--- src/rtl/riscv_mem_pkg.sv ---
// Shared encodings for the memory-access stage: funct3 widths, access size and FSM states.
package riscv_mem_pkg;

    localparam logic [2:0] Funct3Lb  = 3'b000;
    localparam logic [2:0] Funct3Lh  = 3'b001;
    localparam logic [2:0] Funct3Lw  = 3'b010;
    localparam logic [2:0] Funct3Lbu = 3'b100;
    localparam logic [2:0] Funct3Lhu = 3'b101;
    localparam logic [2:0] Funct3Sb  = 3'b000;
    localparam logic [2:0] Funct3Sh  = 3'b001;
    localparam logic [2:0] Funct3Sw  = 3'b010;

    typedef enum logic [0:0] {
        MemStateIdle   = 1'b0,
        MemStateAccess = 1'b1
    } mem_state_e;

    typedef enum logic [1:0] {
        SzByte,
        SzHalf,
        SzWord
    } mem_size_e;

    // Low funct3 bits pick the width; 3'b011/3'b110/3'b111 fall through to word.
    function automatic mem_size_e mem_size(input logic [2:0] funct3);
        unique case (funct3[1:0])
            2'b00:   return SzByte;
            2'b01:   return SzHalf;
            default: return SzWord;
        endcase
    endfunction

endpackage

--- src/rtl/riscv_mem_align.sv ---
// Combinational lane logic: byte enables, store replication, load extraction, alignment check.
module riscv_mem_align
    import riscv_mem_pkg::*;
(
    input  logic [2:0]  funct3_i,
    input  logic [1:0]  addr_i,
    input  logic [31:0] store_data_i,
    input  logic [31:0] rdata_i,
    output logic [3:0]  be_o,
    output logic [31:0] wdata_o,
    output logic [31:0] load_val_o,
    output logic        misalign_o
);

    logic [31:0] shifted;
    logic        is_unsigned;

    assign shifted     = rdata_i >> {addr_i, 3'b000};
    assign is_unsigned = funct3_i[2];

    // Decode size into lanes, replicated write data and extended read value.
    always_comb begin
        be_o       = 4'b1111;
        wdata_o    = store_data_i;
        load_val_o = rdata_i;
        misalign_o = 1'b0;
        unique case (mem_size(funct3_i))
            SzByte: begin
                be_o       = 4'b0001 << addr_i;
                wdata_o    = {4{store_data_i[7:0]}};
                load_val_o = {{24{~is_unsigned & shifted[7]}}, shifted[7:0]};
            end
            SzHalf: begin
                be_o       = 4'b0011 << addr_i;
                wdata_o    = {2{store_data_i[15:0]}};
                load_val_o = {{16{~is_unsigned & shifted[15]}}, shifted[15:0]};
                misalign_o = addr_i[0];
            end
            default: begin
                misalign_o = |addr_i;
            end
        endcase
    end

endmodule

--- src/rtl/riscv_mem.sv ---
// Memory-access stage: issues one dmem transaction per load/store and produces a WB pulse.
module riscv_mem
    import riscv_mem_pkg::*;
#(
    parameter int unsigned XLEN = 32,
    parameter int unsigned REGA = 5
) (
    input  logic            clk,
    input  logic            rst,
    input  logic            in_valid,
    output logic            in_ready,
    input  logic [REGA-1:0] rdi,
    input  logic [XLEN-1:0] result,
    input  logic [XLEN-1:0] store_data,
    input  logic [2:0]      funct3,
    input  logic            load,
    input  logic            store,
    output logic            dmem_req,
    output logic            dmem_we,
    output logic [XLEN-1:0] dmem_addr,
    output logic [XLEN-1:0] dmem_wdata,
    output logic [3:0]      dmem_be,
    input  logic            dmem_ack,
    input  logic [XLEN-1:0] dmem_rdata,
    output logic            wb_valid,
    output logic [REGA-1:0] wb_rd,
    output logic [XLEN-1:0] wb_data,
    output logic            misaligned
);

    mem_state_e      state_q, state_d;
    logic            req_q, req_d, we_q, we_d;
    logic [XLEN-1:0] addr_q, addr_d, wdata_q, wdata_d;
    logic [3:0]      be_q, be_d;
    logic [REGA-1:0] rd_q, rd_d;
    logic [2:0]      funct3_q, funct3_d;
    logic [1:0]      addr_lo_q, addr_lo_d;
    logic            is_load_q, is_load_d;
    logic            wb_valid_q, wb_valid_d, mis_q, mis_d;
    logic [REGA-1:0] wb_rd_q, wb_rd_d;
    logic [XLEN-1:0] wb_data_q, wb_data_d;

    logic            idle;
    logic [2:0]      al_funct3;
    logic [1:0]      al_addr;
    logic [3:0]      al_be;
    logic [31:0]     al_wdata, al_load_val;
    logic            al_misalign;

    assign idle = (state_q == MemStateIdle);

    // Lane logic sees the incoming op in IDLE and the latched op while waiting for ack.
    assign al_funct3 = idle ? funct3 : funct3_q;
    assign al_addr   = idle ? result[1:0] : addr_lo_q;

    riscv_mem_align u_align (
        .funct3_i    (al_funct3),
        .addr_i      (al_addr),
        .store_data_i(store_data),
        .rdata_i     (dmem_rdata),
        .be_o        (al_be),
        .wdata_o     (al_wdata),
        .load_val_o  (al_load_val),
        .misalign_o  (al_misalign)
    );

    // Next-state logic for the IDLE/ACCESS FSM and the registered outputs.
    always_comb begin
        state_d    = state_q;
        req_d      = req_q;
        we_d       = we_q;
        addr_d     = addr_q;
        wdata_d    = wdata_q;
        be_d       = be_q;
        rd_d       = rd_q;
        funct3_d   = funct3_q;
        addr_lo_d  = addr_lo_q;
        is_load_d  = is_load_q;
        wb_valid_d = 1'b0;
        mis_d      = 1'b0;
        wb_rd_d    = wb_rd_q;
        wb_data_d  = wb_data_q;
        unique case (state_q)
            MemStateIdle: begin
                if (in_valid) begin
                    if (!load && !store) begin
                        wb_valid_d = 1'b1;
                        wb_rd_d    = rdi;
                        wb_data_d  = result;
                    end else if (al_misalign) begin
                        wb_valid_d = 1'b1;
                        mis_d      = 1'b1;
                        wb_rd_d    = '0;
                        wb_data_d  = result;
                    end else begin
                        state_d   = MemStateAccess;
                        req_d     = 1'b1;
                        // load wins when both qualifiers are set
                        we_d      = ~load;
                        addr_d    = {result[XLEN-1:2], 2'b00};
                        be_d      = al_be;
                        wdata_d   = load ? '0 : al_wdata;
                        rd_d      = rdi;
                        funct3_d  = funct3;
                        addr_lo_d = result[1:0];
                        is_load_d = load;
                    end
                end
            end
            MemStateAccess: begin
                if (dmem_ack) begin
                    state_d    = MemStateIdle;
                    req_d      = 1'b0;
                    we_d       = 1'b0;
                    wb_valid_d = 1'b1;
                    wb_rd_d    = is_load_q ? rd_q : '0;
                    wb_data_d  = is_load_q ? al_load_val : '0;
                end
            end
            default: state_d = MemStateIdle;
        endcase
    end

    // State and output registers; async reset abandons any in-flight access.
    always_ff @(posedge clk or posedge rst) begin
        if (rst) begin
            state_q    <= MemStateIdle;
            req_q      <= 1'b0;
            we_q       <= 1'b0;
            addr_q     <= '0;
            wdata_q    <= '0;
            be_q       <= '0;
            rd_q       <= '0;
            funct3_q   <= '0;
            addr_lo_q  <= '0;
            is_load_q  <= 1'b0;
            wb_valid_q <= 1'b0;
            mis_q      <= 1'b0;
            wb_rd_q    <= '0;
            wb_data_q  <= '0;
        end else begin
            state_q    <= state_d;
            req_q      <= req_d;
            we_q       <= we_d;
            addr_q     <= addr_d;
            wdata_q    <= wdata_d;
            be_q       <= be_d;
            rd_q       <= rd_d;
            funct3_q   <= funct3_d;
            addr_lo_q  <= addr_lo_d;
            is_load_q  <= is_load_d;
            wb_valid_q <= wb_valid_d;
            mis_q      <= mis_d;
            wb_rd_q    <= wb_rd_d;
            wb_data_q  <= wb_data_d;
        end
    end

    assign in_ready   = idle & ~rst;
    assign dmem_req   = req_q;
    assign dmem_we    = we_q;
    assign dmem_addr  = addr_q;
    assign dmem_wdata = wdata_q;
    assign dmem_be    = be_q;
    assign wb_valid   = wb_valid_q;
    assign wb_rd      = wb_rd_q;
    assign wb_data    = wb_data_q;
    assign misaligned = mis_q;

endmodule

--- config.mk ---
export PLATFORM = sky130hd
export DESIGN_NAME = riscv_mem
export DESIGN_NICKNAME = d
export VERILOG_FILES = /design/src/rtl/riscv_mem_pkg.sv /design/src/rtl/riscv_mem_align.sv /design/src/rtl/riscv_mem.sv
export SDC_FILE = /design/constraint.sdc
export NUM_CORES = 1
export LEC_CHECK = 0
export ABC_AREA = 1
export CAP_MARGIN = 5
export CORE_MARGIN = 3
export CORE_UTILIZATION = 30
export CTS_CLUSTER_DIAMETER = 30
export CTS_CLUSTER_SIZE = 14
export DETAILED_ROUTE_END_ITERATION = 7
export DONT_BUFFER_PORTS = 1
export PLACE_DENSITY_LB_ADDON = 0.08
export RECOVER_POWER = 50
export SKIP_LAST_GASP = 1
export SYNTH_ARGS = -nofsm -noshare
export SYNTH_HDL_FRONTEND = slang
export SYNTH_HIERARCHICAL = 1
export SYNTH_SLANG_ARGS = --single-unit
--- constraint.sdc ---
create_clock -name clk -period 4.8 [get_ports clk]
set_input_delay 0.96 -clock clk [delete_from_list [all_inputs] [get_ports clk]]
set_output_delay 0.96 -clock clk [all_outputs]
set_load 0.03 [all_outputs]
---- Yosys cells after proc, flatten, opt, wreduce, memory -nomap -nowiden ----
Cells that the tools add are included.
storage, ports and cells
  memories ................................ 0
  latch bits .............................. 0
  RAM bits ................................ 0
  ROM bits ................................ 0
  bits in registers ....................... 119
  input port bits ......................... 110
  word-level logic and storage cells ...... 84
cells by class
  $add $sub $neg .......................... 0
  mux-type cells .......................... 42
  reduce and logical (&&, ||, !) cells .... 9
  shift operators ......................... 3
  multipliers ............................. 0
  divide/modulo/power cells ............... 0
  order comparisons ....................... 0
  eq/ne operators ......................... 7
  bitwise operators ....................... 9
operators with widths
  operator             count
  $mux 32              6
  $pmux 32 s2          3
  $shr 32x5->16        1
  $mux 5               5
  $mux 1               18
  $pmux 1 s2           5
  $pmux 5 s2           1
  $ne 2x2->1 const B   4
  $pmux 4 s2           1
  $reduce_and 4->1     2
  $not 1->1            6
  $eq 2x1->1 const B   2
  $logic_not 2->1      2
  $pmux 2 s2           1
  $shl 1x2->4 const A  1
  $shl 2x2->4 const A  1
  $and 1x1->1          3
  $mux 3               1
  $ne 3x1->1 const B   1
  $reduce_and 3->1     1
  $logic_not 1->1      2
  $mux 2               1
  $reduce_or 2->1      1
  $logic_and 1x1->1    1

---- Longest topological paths before layout ----
Gate-level depths: netlist of the first run.
  depth in word-level cells ............... 9
  gate-level depth with buffers ........... 16

---- Modules after synthesis ----
The synthesis of the first run kept the hierarchy.
modules (own cells, without submodules)
  module           area an instance (sq um)  cells each  times used
  riscv_mem        5097.4                    636         1
  riscv_mem_align  1164.9                    261         1

---- Worst setup path after synthesis of the first run ----
Ideal clock, no wire load.
  path kind ............................... input port to flip-flop
  from .................................... input port result[0]
  to ...................................... register wb_data_q[0] (netlist: wb_data[0])
  setup slack ............................. 2.214 ns
  required time ........................... 4.683 ns
  stages .................................. 13
  data arrival time ....................... 2.470 ns
  cell sequence ........................... nand2_1 -> nand2_1 -> buf_4 -> buf_4 -> nand2_1 -> a21oi_1 -> nor2_2 -> o21ai_1 -> nand2_1 -> buf_4 -> buf_4 -> nand2_1 -> nand2_1
between the ends
  elaborated cells on any way between the ends .. 13
RTL lines
  what                            line                   source
  start: declaration              riscv_mem.sv:13        input logic [XLEN-1:0] result,
  $mux 2 (*)                      riscv_mem.sv:54        assign al_addr = idle ? result[1:0] : addr_lo_q;
  named net al_addr[0]            riscv_mem.sv:45        logic [1:0] al_addr;
  $reduce_or 2->1                 riscv_mem_align.sv:40  misalign_o = |addr_i;
  $pmux 1 s2 (*)                  riscv_mem_align.sv:27  unique case (mem_size(funct3_i))
  named net al_misalign           riscv_mem.sv:48        logic al_misalign;
  $ne 3x1->1 (no line) (*)        --
  $reduce_and 3->1 (no line) (*)  --
  end signal: assignment          riscv_mem.sv:155       wb_data_q <= wb_data_d;
  end: declaration                riscv_mem.sv:41        logic [XLEN-1:0] wb_data_q, wb_data_d;
Mark *: on every way through the listed nets, which the timed path passes. The rest lies on a longest branch. The select of a mux whose other input is x is not followed.
A chain may end at the register's enable or synchronous reset.

---- Worst setup path after layout of the first run ----
  from .................................... register state_q
  to ...................................... register wdata_q[23] (netlist: dmem_wdata[23])
between the ends
  elaborated cells on any way between the ends .. 14
RTL lines
  what                        line                   source
  start: declaration          riscv_mem.sv:31        mem_state_e state_q, state_d;
  start signal: assignment    riscv_mem.sv:127       state_q <= MemStateIdle;
  start signal: assignment    riscv_mem.sv:142       state_q <= state_d;
  $mux 2                      riscv_mem.sv:54
  named net al_addr[1]        riscv_mem.sv:45
  $reduce_or 2->1             riscv_mem_align.sv:40
  $pmux 1 s2                  riscv_mem_align.sv:27
  named net al_misalign       riscv_mem.sv:48
  $not 1->1 (no line)         --
  $reduce_and 4->1 (no line)  --
  end signal: assignment      riscv_mem.sv:146       wdata_q <= wdata_d;
  end: declaration            riscv_mem.sv:33        logic [XLEN-1:0] addr_q, addr_d, wdata_q, wdata_d;
The timed path passes the listed nets, and every way through them passes these cells.

==> results of run 1 <==
worst min-delay path by stage:
stage / from / end / slack [ns] / cells after the start
floorplan: addr_lo_q[0] / addr_lo_q[0] / 0.45 / 2
global placement: rd_q[4] / rd_q[4] / 0.46 / 2
detailed placement: rd_q[3] / rd_q[3] / 0.47 / 2
CTS: addr_lo_q[1] / addr_lo_q[1] / 0.48 / 2
global route: rd_q[2] / rd_q[2] / 0.50 / 2
finish: rd_q[4] / rd_q[4] / 0.48 / 2
synth_stat cells:
| library cell | instances |
|---|---|
| a21oi_1 | 8 |
| nor2_2 | 5 |
| nand2_1 | 520 |
| nor2_4 | 1 |
| o21bai_1 | 1 |
| buf_6 | 2 |
| nand3_2 | 1 |
| nand3b_4 | 1 |
| conb_1 | 1 |
| dfrtp_1 | 119 |
| nand2_2 | 2 |
| o21ai_1 | 21 |
| inv_1 | 23 |
| o21ai_0 | 50 |
| nor2_1 | 16 |
| inv_2 | 4 |
| buf_4 | 21 |
| clkinv_1 | 1 |
| nand3_1 | 62 |
| nand3_4 | 1 |
| clkbuf_1 | 14 |
| buf_2 | 23 |
power groups by stage:
stage	registers, mW	clock network [mW]	logic, mW
final	2.57	1.33	1.71
after global routing	2.64	1.42	2.00
after CTS	2.58	1.37	1.75
after detailed placement	2.60	0	1.74
after global placement	2.60	0	1.72
after floorplan	2.48	0	1.41
sequential cells by signal, summed over array words and instances (netlist names):
register / flops
dmem_wdata: 32
wb_data: 32
dmem_addr: 30
rd_q: 5
wb_rd: 5
dmem_be: 4
funct3_q: 3
addr_lo_q: 2
dmem_req: 1
dmem_we: 1
is_load_q: 1
misaligned: 1
state_q: 1
wb_valid: 1
final cells by class:
cell class              instances  area, um2  area share
clock buffers                  20        457      0.0657
clock inverters                12        151      0.0218
inverters                      28        109      0.0157
multi-input cells             691       2850       0.410
flip-flops and latches        119       2980       0.428
well taps                     270        338      0.0486
repair buffers                 10       71.3      0.0103
cells by family (layout without fill, tap and decap cells):
family          after synthesis  count (layout)
other cells                   1               2
buf+inv                      88              70
simple gates                609             609
compound gates               80              80
flops                       119             119
per-layer routing:
metal | GRT usage | up-vias | share of wire
met5 | 0 | - | 0
met3 | 0.0771 | 13 | 0.10
met1 | 0.256 | 2486 | 0.45
li1 | - | 2725 | -
met4 | 0.0462 | 0 | 0.0098
met2 | 0.276 | 169 | 0.44
critical path: stages (launching register included):
cell,delay [ns]
dfrtp_1,0.32
buf_4,0.27
inv_1,0.07
buf_4,0.23
nand2_1,0.13
nand2_1,0.28
nor2_2,0.49
a21oi_1,0.18
nor2_2,0.19
nand3b_4,0.36
buf_4,0.43
nand2_1,0.12
o21ai_0,0.08
==> out/summary.txt, run 1 <==
Post-route ant nets: 0
IO Pins: 220
Worst Setup EP: dmem_wdata[23]
Fin cells: 1150
Router iterations before antenna repair: 5
Post-synthesis simple-gate area fraction: 0.387
CTS tree: built
Post-layout util: 0.341
Placed insts: 1118
# setup viols final: 0
DP Worst Slack: 1.43 ns
Initial detailed-routing violation count: 419
Unrepaired setup endpoints after global routing: no
Average size of a mapped cell: 6.98 um2
Most frequent cells in the layout: 520 x nand2_1, 119 x dfrtp_1, 62 x nand3_1
Worst-Skew Late Latency: 0.42 ns
Total core area: 20400 um2
Synth top area share: 0.476
R2R Path Start: state_q
DR vias/cell: 4.69
Clock-pin slew of the registers on the worst-case setup and hold paths: 0.06 ns
Final worst slack: 1.46 ns
Worst setup path startpoint: state_q
Post-Synth Adder-Cell Area: 0
Clk pwr share: 0.238
Antenna cells: 0
Sw power: 2.81 mW
Final period utilization: 0.695
Worst Path Required: 5.08 ns
Internal power: 2.80 mW
Grt ovf: 0
Mux share of post-synthesis cell area: 0
Post-CTS Hold Buffers: 0
Gp weighted congestion: 0.798
Setup TNS: 0 ns
Final net count: 977
Synth Register Bits: 119
Seq pwr share: 0.458
Reg2reg end: dmem_wdata[23]
Worst EP arrival: 3.61 ns
TritonCTS buffer count: 17
Yosys cell types: 22
Routed WL: 21.3 mm
Initial antenna violation count: 0
Hold/Removal Path Class: flop to flop
Area growth, synth to finish: 11.0%
Share of cells above drive strength 1: 0.0648
Post-Syn Area: 6260 um2
Fill count: 2235
Reg2Reg Depth: 12
Power per Cell Area: 807 nW/um2
Post-CTS Repair Setup Buffers: 0
Status: finished, violations left
Die area: 22600 um2
Max VDD drop: 279 uV
Slew headroom: -0.386
Xor and xnor area share after synthesis: 0
Post-cts repair resize count: 0
Synth area leader: dfrtp_1
Crit path launch type: flop
Root Driver: clkbuf_16
Cell row count: 52
Largest family of logic cells by synthesized area: simple AND/OR/NAND/NOR gates
Placed cell area: 6350 um2
Die width: 150 um
Minimum hold slack: 0.478 ns
DR vias: 5393
Post-synthesis compound-gate area fraction: 0.0643
Pins Over Slew Limit: 96
First-pass GRT wire length: 32.0 mm
Switching fraction of total power: 0.500
H-tree levels: 4
Critical path capture point type: flop
FF-to-FF setup slack: 1.46 ns
Post-route cell area: 6950 um2
GRT Total Usage: 0.188
Crit path kind: flop to flop
Yosys warning total: 6
Min cycle time layout: 3.34 ns
Pin count of the biggest net entering global routing: 96
CTS sink cnt: 119
Max-cap viol count: 1
Failing checks: max-capacitance violations, max-slew violations
Initial Util: 0.308
CTS Buffer Depth: 2
Vias in the first global route: 5122
Die Y: 150 um
Ranking of synthesized cells by area: dfrtp_1 48%, nand2_1 31%, nand3_1 5.0%, o21ai_0 4.0%, buf_4 2.5%
Comb pwr share: 0.305
Final Hold Fails: 0
Measured slew at the worst slew-check pin: 2.07 ns
Cell count after synthesis: 897
Max Fclk: 300 MHz
Final HPWL DP: 15.4 mm
Power consumption: 5.61 mW
WL/cell: 18.5 um
Leakage: 3.68 nW
Most common cell after layout, fill and taps aside: nand2_1
Input/output buffers: 0
Max FO, Critical Path: 52
Number of remaining DRC errors: 0
Fin Clk Skew: 0.0117 ns
Register area share after synthesis: 0.476
(Power assumes the default switching activity.)
==> run 2, diff against run 1 <==
Clock period 4.8 ns to 2.8 ns, I/O delays scaled along.
==> out/summary.txt, run 2 (synthesis gave the netlist of run 1 again) <==
Status: finished, violations left
Failing checks: max-capacitance violations, max-slew violations
GRT Total Usage: 0.188
Root Driver: clkbuf_16
Final HPWL DP: 15.5 mm
Initial Util: 0.308
First-pass GRT wire length: 32.3 mm
DR vias/cell: 4.65
Die Y: 150 um
Buf/Inv on CP: 2
Setup TNS: 0 ns
Die area: 22600 um2
Hold EP: dmem_addr[21]
Router iterations before antenna repair: 4
H-tree levels: 4
Critical path, cell by cell: buf_4 -> o21ai_0 -> nand2_1 -> a21oi_1 -> nor2_2 -> o21ai_1 -> nor2_2 -> buf_4 -> nand2_1 -> nand2_1
IO Pins: 220
FF-to-FF setup slack: 0.39 ns
Final worst slack: 0.390 ns
Pins Over Slew Limit: 75
Number of remaining DRC errors: 0
CTS sink cnt: 119
Power per Cell Area: 1350 nW/um2
Max FO, Critical Path: 22
Max VDD drop: 466 uV
CTS tree: built
Most frequent cells in the layout: 520 x nand2_1, 119 x dfrtp_1, 62 x nand3_1
Final net count: 986
Max-cap viol count: 1
Fill count: 2251
Post-cts repair resize count: 0
Vias in the first global route: 5296
Share of cells above drive strength 1: 0.0765
Fin Clk Skew: 0.0119 ns
DP Worst Slack: 0.352 ns
DR vias: 5384
R2R Path Start: state_q
Minimum hold slack: 0.249 ns
# setup viols final: 0
Final period utilization: 0.861
Die width: 150 um
Crit path kind: flop to flop
Post-CTS Repair Setup Buffers: 0
Pin count of the biggest net entering global routing: 75
Post-CTS Hold Buffers: 0
Crit path launch type: flop
Routed WL: 21.2 mm
Leakage: 3.70 nW
Input/output buffers: 0
Worst EP arrival: 2.76 ns
Gp weighted congestion: 0.817
Worst-Skew Late Latency: 0.42 ns
Placed cell area: 6460 um2
Hold/Removal Path Class: primary input to flop
Final Hold Fails: 0
Measured slew at the worst slew-check pin: 1.91 ns
Reg2reg end: dmem_addr[13]
Max Fclk: 415 MHz
Crit-path most repeated cell: nand2_1
Power consumption: 9.43 mW
Antenna cells: 0
Slowest stage delay, CP: 0.52 ns
Area growth, synth to finish: 11.4%
WL/cell: 18.3 um
Worst Path Required: 3.15 ns
Total core area: 20400 um2
Slowest-stage cell, CP: nor2_2
Cell family with most CP delay: simple AND/OR/NAND/NOR gates
Reg2Reg Depth: 10
Clock-pin slew of the registers on the worst-case setup and hold paths: 0.06 ns
Grt ovf: 0
Post-route cell area: 6980 um2
CTS Buffer Depth: 2
Initial detailed-routing violation count: 334
Critical path capture point type: flop
Cell row count: 52
Unrepaired setup endpoints after global routing: no
TritonCTS buffer count: 17
Most common cell after layout, fill and taps aside: nand2_1
Slew headroom: -0.276
Post-route ant nets: 0
Worst path depth: 10
Min cycle time layout: 2.41 ns
Worst Hold Depth: 2
Initial antenna violation count: 0
Hold Crit Start: result[21]
==> run 2: cell count changes in the layout (fill, tap and decap cells not counted) <==
cell,change
bufinv_16,-3
inv_6,+1
buf_4,+5
clkbuf_1,-2
clkbuf_8,-2
clkinv_4,+1
clkbuf_2,+2
clkinvlp_4,+3
clkinvlp_2,+1
buf_12,+3
==> run 2: worst max path at each step <==
| stage | start | end | slack [ns] |
|---|---|---|---|
| 2_1_floorplan | state_q | wb_data[0] | 0.48 |
| 5_1_grt | state_q | dmem_addr[13] | 0.11 |
| 4_1_cts | state_q | dmem_addr[28] | 0.34 |
| 6_report | state_q | dmem_addr[13] | 0.39 |
| 3_3_place_gp | state_q | dmem_addr[12] | 0.42 |
| 3_5_place_dp | state_q | dmem_addr[28] | 0.35 |
==> run 2: final cells by class <==
cell class / instances / area, um2 / area share
clock buffer: 17 / 425 / 0.0610
clock inverter: 15 / 109 / 0.0156
inverter: 28 / 106 / 0.0152
multi-input combinational: 691 / 2850 / 0.408
sequential: 119 / 2980 / 0.427
tap: 270 / 338 / 0.0484
timing repair buffer: 19 / 175 / 0.0251
==> run 2: metrics by stage <==
step,utilization,instances
after CTS,0.344,1159
after global placement,0.317,1127
after detailed placement,0.317,1127
final,0.343,1159
after global routing,0.343,1159
after floorplan,-,898
==> run 2: report_power, final <==
group,internal [mW],switching [mW]
Combinational,0.994,2.05
Sequential,2.47,1.94
Clock,1.13,0.851
==> run 2: layer usage <==
metal | GRT usage | wire length [um]
met1 | 0.252 | 9280
met2 | 0.276 | 9600
met3 | 0.0837 | 2140
met4 | 0.0499 | 175
met5 | 0 | 0
